`src/rtl/drac_pkg.sv`:
```
// Shared CSR port types: command encodings, arbiter state and the
// registered request that drives the regfile port.
package drac_pkg;

   localparam int CSR_ADDR_W = 12;
   localparam int CSR_DATA_W = 64;
   localparam int CSR_CMD_W  = 3;

   typedef enum logic [CSR_CMD_W-1:0] {
      CSR_CMD_NOPE  = 3'b000,
      CSR_CMD_WRITE = 3'b001,
      CSR_CMD_SET   = 3'b010,
      CSR_CMD_CLEAR = 3'b011,
      CSR_CMD_READ  = 3'b101
   } csr_cmd_t;

   typedef enum logic [1:0] {
      ARB_IDLE,
      ARB_ISSUE,
      ARB_RESP
   } arb_state_t;

   typedef struct packed {
      logic [CSR_CMD_W-1:0]  cmd;
      logic [CSR_ADDR_W-1:0] addr;
      logic [CSR_DATA_W-1:0] wdata;
   } csr_port_req_t;

   // The debug ring only knows read/write; map onto regfile commands.
   function automatic logic [CSR_CMD_W-1:0] dbg_cmd(input logic we);
      return we ? CSR_CMD_WRITE : CSR_CMD_READ;
   endfunction

endpackage

```
`src/rtl/csr_port_arbiter.sv`:
```
// Shares the csr_regfile port between the core pipeline and the debug ring:
// accept -> one-cycle issue -> response held until consumed.
module csr_port_arbiter
   import drac_pkg::*;
#(
   parameter int AddrWidth  = 12,
   parameter int DataWidth  = 64,
   parameter int CmdWidth   = 3,
   parameter int MaxDbgWait = 8
) (
   input  logic                 clk_i,
   input  logic                 rst_ni,
   input  logic                 core_req_valid_i,
   output logic                 core_req_ready_o,
   input  logic [CmdWidth-1:0]  core_cmd_i,
   input  logic [AddrWidth-1:0] core_addr_i,
   input  logic [DataWidth-1:0] core_wdata_i,
   input  logic                 dbg_req_valid_i,
   output logic                 dbg_req_ready_o,
   input  logic                 dbg_we_i,
   input  logic [AddrWidth-1:0] dbg_addr_i,
   input  logic [DataWidth-1:0] dbg_wdata_i,
   output logic                 rsp_valid_o,
   input  logic                 rsp_ready_i,
   output logic                 rsp_dbg_o,
   output logic [DataWidth-1:0] rsp_rdata_o,
   output logic                 rsp_xcpt_o,
   output logic [CmdWidth-1:0]  csr_op_o,
   output logic [AddrWidth-1:0] csr_addr_o,
   output logic [DataWidth-1:0] csr_wdata_o,
   input  logic [DataWidth-1:0] csr_rdata_i,
   input  logic                 csr_xcpt_i,
   input  logic                 halt_i,
   input  logic                 flush_i
);

   localparam logic [7:0] WaitMax = 8'(MaxDbgWait);

   arb_state_t     state_q;
   csr_port_req_t  port_q;
   logic           owner_q;
   logic [7:0]     wait_q;
   logic           rsp_valid_q;
   logic [DataWidth-1:0] rdata_q;
   logic           xcpt_q;

   logic idle_ok, dbg_win, core_win, core_drop;

   // Ready is gated by reset so every output reads 0 while rst_ni is low.
   always_comb begin
      idle_ok   = rst_ni && (state_q == ARB_IDLE) && !halt_i;
      dbg_win   = idle_ok && dbg_req_valid_i && (!core_req_valid_i || wait_q == WaitMax);
      core_win  = idle_ok && !dbg_win && core_req_valid_i && !flush_i;
      core_drop = !owner_q && flush_i;
   end

   always_ff @(posedge clk_i or negedge rst_ni) begin
      if (!rst_ni) begin
         state_q     <= ARB_IDLE;
         port_q      <= '{cmd: CSR_CMD_NOPE, addr: '0, wdata: '0};
         owner_q     <= 1'b0;
         wait_q      <= '0;
         rsp_valid_q <= 1'b0;
         rdata_q     <= '0;
         xcpt_q      <= 1'b0;
      end else begin
         // Counts arbitration cycles in which a pending debug request lost.
         if (!dbg_req_valid_i || dbg_win)
            wait_q <= '0;
         else if (state_q == ARB_IDLE && wait_q != WaitMax)
            wait_q <= wait_q + 8'd1;

         case (state_q)
            ARB_IDLE: begin
               if (dbg_win) begin
                  port_q  <= '{cmd: dbg_cmd(dbg_we_i), addr: dbg_addr_i, wdata: dbg_wdata_i};
                  owner_q <= 1'b1;
                  state_q <= ARB_ISSUE;
               end else if (core_win) begin
                  port_q  <= '{cmd: core_cmd_i, addr: core_addr_i, wdata: core_wdata_i};
                  owner_q <= 1'b0;
                  state_q <= ARB_ISSUE;
               end
            end
            ARB_ISSUE: begin
               port_q  <= '{cmd: CSR_CMD_NOPE, addr: '0, wdata: '0};
               rdata_q <= csr_rdata_i;
               xcpt_q  <= csr_xcpt_i;
               // A flushed core access still hits the regfile; only its response is dropped.
               if (core_drop) begin
                  state_q <= ARB_IDLE;
               end else begin
                  state_q     <= ARB_RESP;
                  rsp_valid_q <= 1'b1;
               end
            end
            ARB_RESP: begin
               if (rsp_ready_i || core_drop) begin
                  rsp_valid_q <= 1'b0;
                  state_q     <= ARB_IDLE;
               end
            end
            default: state_q <= ARB_IDLE;
         endcase
      end
   end

   assign core_req_ready_o = core_win;
   assign dbg_req_ready_o  = dbg_win;
   assign csr_op_o         = port_q.cmd;
   assign csr_addr_o       = port_q.addr;
   assign csr_wdata_o      = port_q.wdata;
   assign rsp_valid_o      = rsp_valid_q;
   assign rsp_dbg_o        = owner_q;
   assign rsp_rdata_o      = rdata_q;
   assign rsp_xcpt_o       = xcpt_q;

endmodule

```
`config.mk`:
```
export PLATFORM = sky130hd
export DESIGN_NAME = csr_port_arbiter
export DESIGN_NICKNAME = d
export VERILOG_FILES = /design/src/rtl/drac_pkg.sv /design/src/rtl/csr_port_arbiter.sv
export SDC_FILE = /design/constraint.sdc
export NUM_CORES = 1
export LEC_CHECK = 0
export CORE_AREA = 2 2 147 149
export DETAILED_ROUTE_END_ITERATION = 6
export DIE_AREA = 0 0 149 151
export PLACE_DENSITY = 0.73
export SYNTH_ARGS = -nofsm -noshare
export SYNTH_HDL_FRONTEND = slang
export SYNTH_SLANG_ARGS = --single-unit
```
`constraint.sdc`:
```
create_clock -name clk_i -period 2.3 [get_ports clk_i]
set_clock_uncertainty 0.2 [all_clocks]
set_input_delay 0.46 -clock clk_i [delete_from_list [all_inputs] [get_ports clk_i]]
set_output_delay 0.46 -clock clk_i [all_outputs]
set_load 0.05 [all_outputs]
```
==> impl_metrics.csv <==
group,metric,value,unit
sta,finalSetupViolations,79,
layout,nNetsFinal,1379,
sta,setup-tns-final,-4.336,ns
layout,seq_area,3904,sq um
clocking,insertion_delay,0.42,ns
critical_path,cp_top_family,"simple AND/OR/NAND/NOR gates",
clocking,hold_buffers,0,
layout,multi_input_area,2793,sq um
critical_path,critPathSlowestCell,"or4_4",
sta,drv_slew,0,
flow_run,cap_violations,0,
route,ant_nets,0,
synth,ys_warn_count,0,
critical_path,cp_cell_sequence,"or4_4 -> o21a_4 -> or2_4 -> clkinvlp_4 -> nor2_4 -> buf_6",
die,start_util,33.40,%
synth,synthFlopType,"dfrtp_1",
synth,synth_area,6954,sq um
synth,ys_top_cells_by_area,"dfrtp_1, nand2_1, o31ai_1, a31oi_1, clkbuf_1",
power_and_ir_drop,power_density,1019,nW/um^2
sta,hold_ws,-0.1070,ns
layout,final_common_cell,"nand2_1",
sta,final.setup.worst_slack,-0.4639,ns
clocking,clkTransAtPathRegs,0.06,ns
clocking,cts_root_buf,"clkbuf_16",
synth,avgSynthCellArea,8.870,sq um
sta,fmax,361.8,MHz
route,post-route-drc-count,0,
sta,rsz0062_at_grt,"yes",
critical_path,r2r_slack,-0.09,ns
critical_path,cp-end-kind,"output port",
status,violations,"negative hold slack, negative setup slack",
critical_path,cpPeakStageDelay,0.55,ns
layout,area_growth,72.65,%
die,coreArea,20820,sq um
layout,final_cell_mix,"nand2_1, clkdlybuf4s50_1, dfrtp_1",
route,dr.pass1.iters,5,
grt,met2_usage,37.05,%
status,status,"finished with violations",
sta,max_slew_margin,33.29,%
critical_path,critPathLaunchType,"flop",
critical_path,r2r_end,"csr_wdata_o[30]$_DFFE_PN0P_",
synth,synth_largest_area_cell,"dfrtp_1",
synth,netlist_instances,784,
power_and_ir_drop,irDropWorstVdd,471.8,uV
synth,synth.distinct_cells,33,
die,die_area,22500,sq um
die,fp-row-count,53,
clocking,cts_buffers,17,
route,wirelength,26.00,mm
clocking,htreeDepth,4,
die,fp.dieH,151,um
grt,track_usage,22.69,%
synth,yosysTopAreaCellShare,56.14,%
grt,grt_busiest_layer,"met2",
layout,fillers,1829,
synth,synth-edff-count,0,
critical_path,crit_required,1.64,ns
critical_path,path_buf_inv,2,
grt,grt_pass1_vias,7178,
sta,hold_violations,33,
clocking,ctsLongestPathBuffers,2,
grt,grtUsageMet3,5.452,%
placement,io_buffer_count,375,
clocking,cts_num_sinks,156,
synth,async_reset_ff_share,100.0,%
route,wire_per_inst,18.10,um
power_and_ir_drop,leakage,5.909,nW
critical_path,worstPathArrival,2.10,ns
synth,synth-seq-cells,156,
sta,worstMarginPinSlew,1.001,ns
sta,min_period,2.764,ns
route,vias,7192,
min_path,holdCritPathClass,"in2async",
grt,grt_first_pass_wirelength,39.83,mm
grt,overflow,0,
placement,dpl.hpwl,18.01,mm
grt,grtUsageMet1,29.62,%
critical_path,rr_startpoint,"wait_q[5]$_DFFE_PN0P_",
route,viasPerCell,5.008,
placement,gp_congestion,0.8395,
grt,antenna_found_initial,0,
grt,grt_max_degree,157,
critical_path,crit_type,"reg2out",
die,io_pins,376,
layout,drive_gt1_share,8.269,%
die,die_w,149,um
synth,ys_seq_area_share,56.14,%
placement,dp_slack,-0.3767,ns
layout,diodes,0,
synth,synth_nets,1014,
clocking,tritoncts,"built",
critical_path,cp_max_fo,3,
sta,fin_crit_sh,120.2,%
route,first_iter_violations,487,
critical_path,reg2reg_depth,5,
==> flip-flops by register name, indices dropped and copies added (netlist names) <==
register	flops
csr_wdata_o	64
rsp_rdata_o	64
csr_addr_o	12
wait_q	8
csr_op_o	3
state_q	2
rsp_dbg_o	1
rsp_valid_o	1
rsp_xcpt_o	1
==> worst max-delay path by stage <==
stage | from | to | cells after the start
CTS | wait_q[5]$_DFFE_PN0P_ | core_req_ready_o | 6
global route | wait_q[5]$_DFFE_PN0P_ | core_req_ready_o | 6
global placement | halt_i | core_req_ready_o | 8
detailed placement | halt_i | csr_wdata_o[5]$_DFFE_PN0P_ | 7
floorplan | wait_q[4]$_DFFE_PN0P_ | core_req_ready_o | 7
finish | wait_q[5]$_DFFE_PN0P_ | core_req_ready_o | 6
==> cell type report <==
cell class	instances	area share, %
repair buffers	413	35.98
clock buffers	17	3.543
inverters	3	0.1251
multi-input cells	558	23.26
clock inverters	14	1.709
flip-flops and latches	156	32.51
well taps	275	2.866
==> worst reg2reg max path: cells and delay by family (launching register included) <==
kind	cells	cell delay, ns
buf+inv	1	0.40
flops	1	0.38
simple gates	2	0.79
compound gates	2	0.55
==> power by group <==
group	switching (mW)	total, mW	leakage (nW)	internal [mW]
logic	3.50	5.33	3.64	1.83
registers	0.388	3.81	1.96	3.43
clock network	1.25	3.09	0.307	1.84
==> Yosys cell counts (2+ instances only) <==
master,number
xor2_1,5
buf_2,13
dfrtp_1,156
a211oi_2,5
nand3b_1,2
ha_1,2
buf_1,2
nand3_1,4
nor2_1,11
nor3_1,5
nand2_1,350
buf_6,2
a31oi_1,72
nor2b_1,2
clkbuf_1,50
nand4_1,4
a21oi_1,3
mux2i_1,6
o31ai_1,71
o21ai_0,4
inv_1,3
==> stage by stage <==
stage | power (mW) | hold WS, ns | cell area, sq um | utilization [%] | cells
after detailed placement | 9.255 | 0.2610 | 11230 | 53.95 | 1402
final | 12.23 | -0.1070 | 12010 | 57.66 | 1436
after global routing | 12.75 | 0.06550 | 12010 | 57.66 | 1436
after floorplan | 7.025 | -0.03559 | 6965 | - | 784
after CTS | 12.35 | 0.03967 | 11870 | 57.00 | 1435
after global placement | 9.183 | 0.2560 | 11230 | 53.95 | 1402
==> repair_timing <==
action	4_1_cts	5_1_grt
setup endpoints to repair	90	134
resized for setup	12	52
setup buffers	2	1
pin swaps	1	0
gates cloned	0	0
==> routing by layer <==
layer / share of wire [%] / up-vias / routed length, um
met5: 0 / - / 0
li1: - / 3392 / -
met1: 41 / 3456 / 10680
met3: 6.7 / 49 / 1753
met2: 49 / 295 / 12840
met4: 2.8 / 0 / 728
==> logic make-up (layout without fill, tap and decap cells) <==
logic type               count (synthesis)  in the layout  share of synthesized area [%]
flip-flops                             156            156                          56.14
adder cells (fa/ha/maj)                  2              2                         0.3598
multiplexers                             6              6                         0.8637
AND/OR/NAND/NOR                        387            387                          21.93
buffers and inverters                   70            447                          4.228
AO/OA/AOI/OAI                          157            157                          15.72
XOR/XNOR                                 6              6                         0.7557
Power figures use the tool's default switching activity.
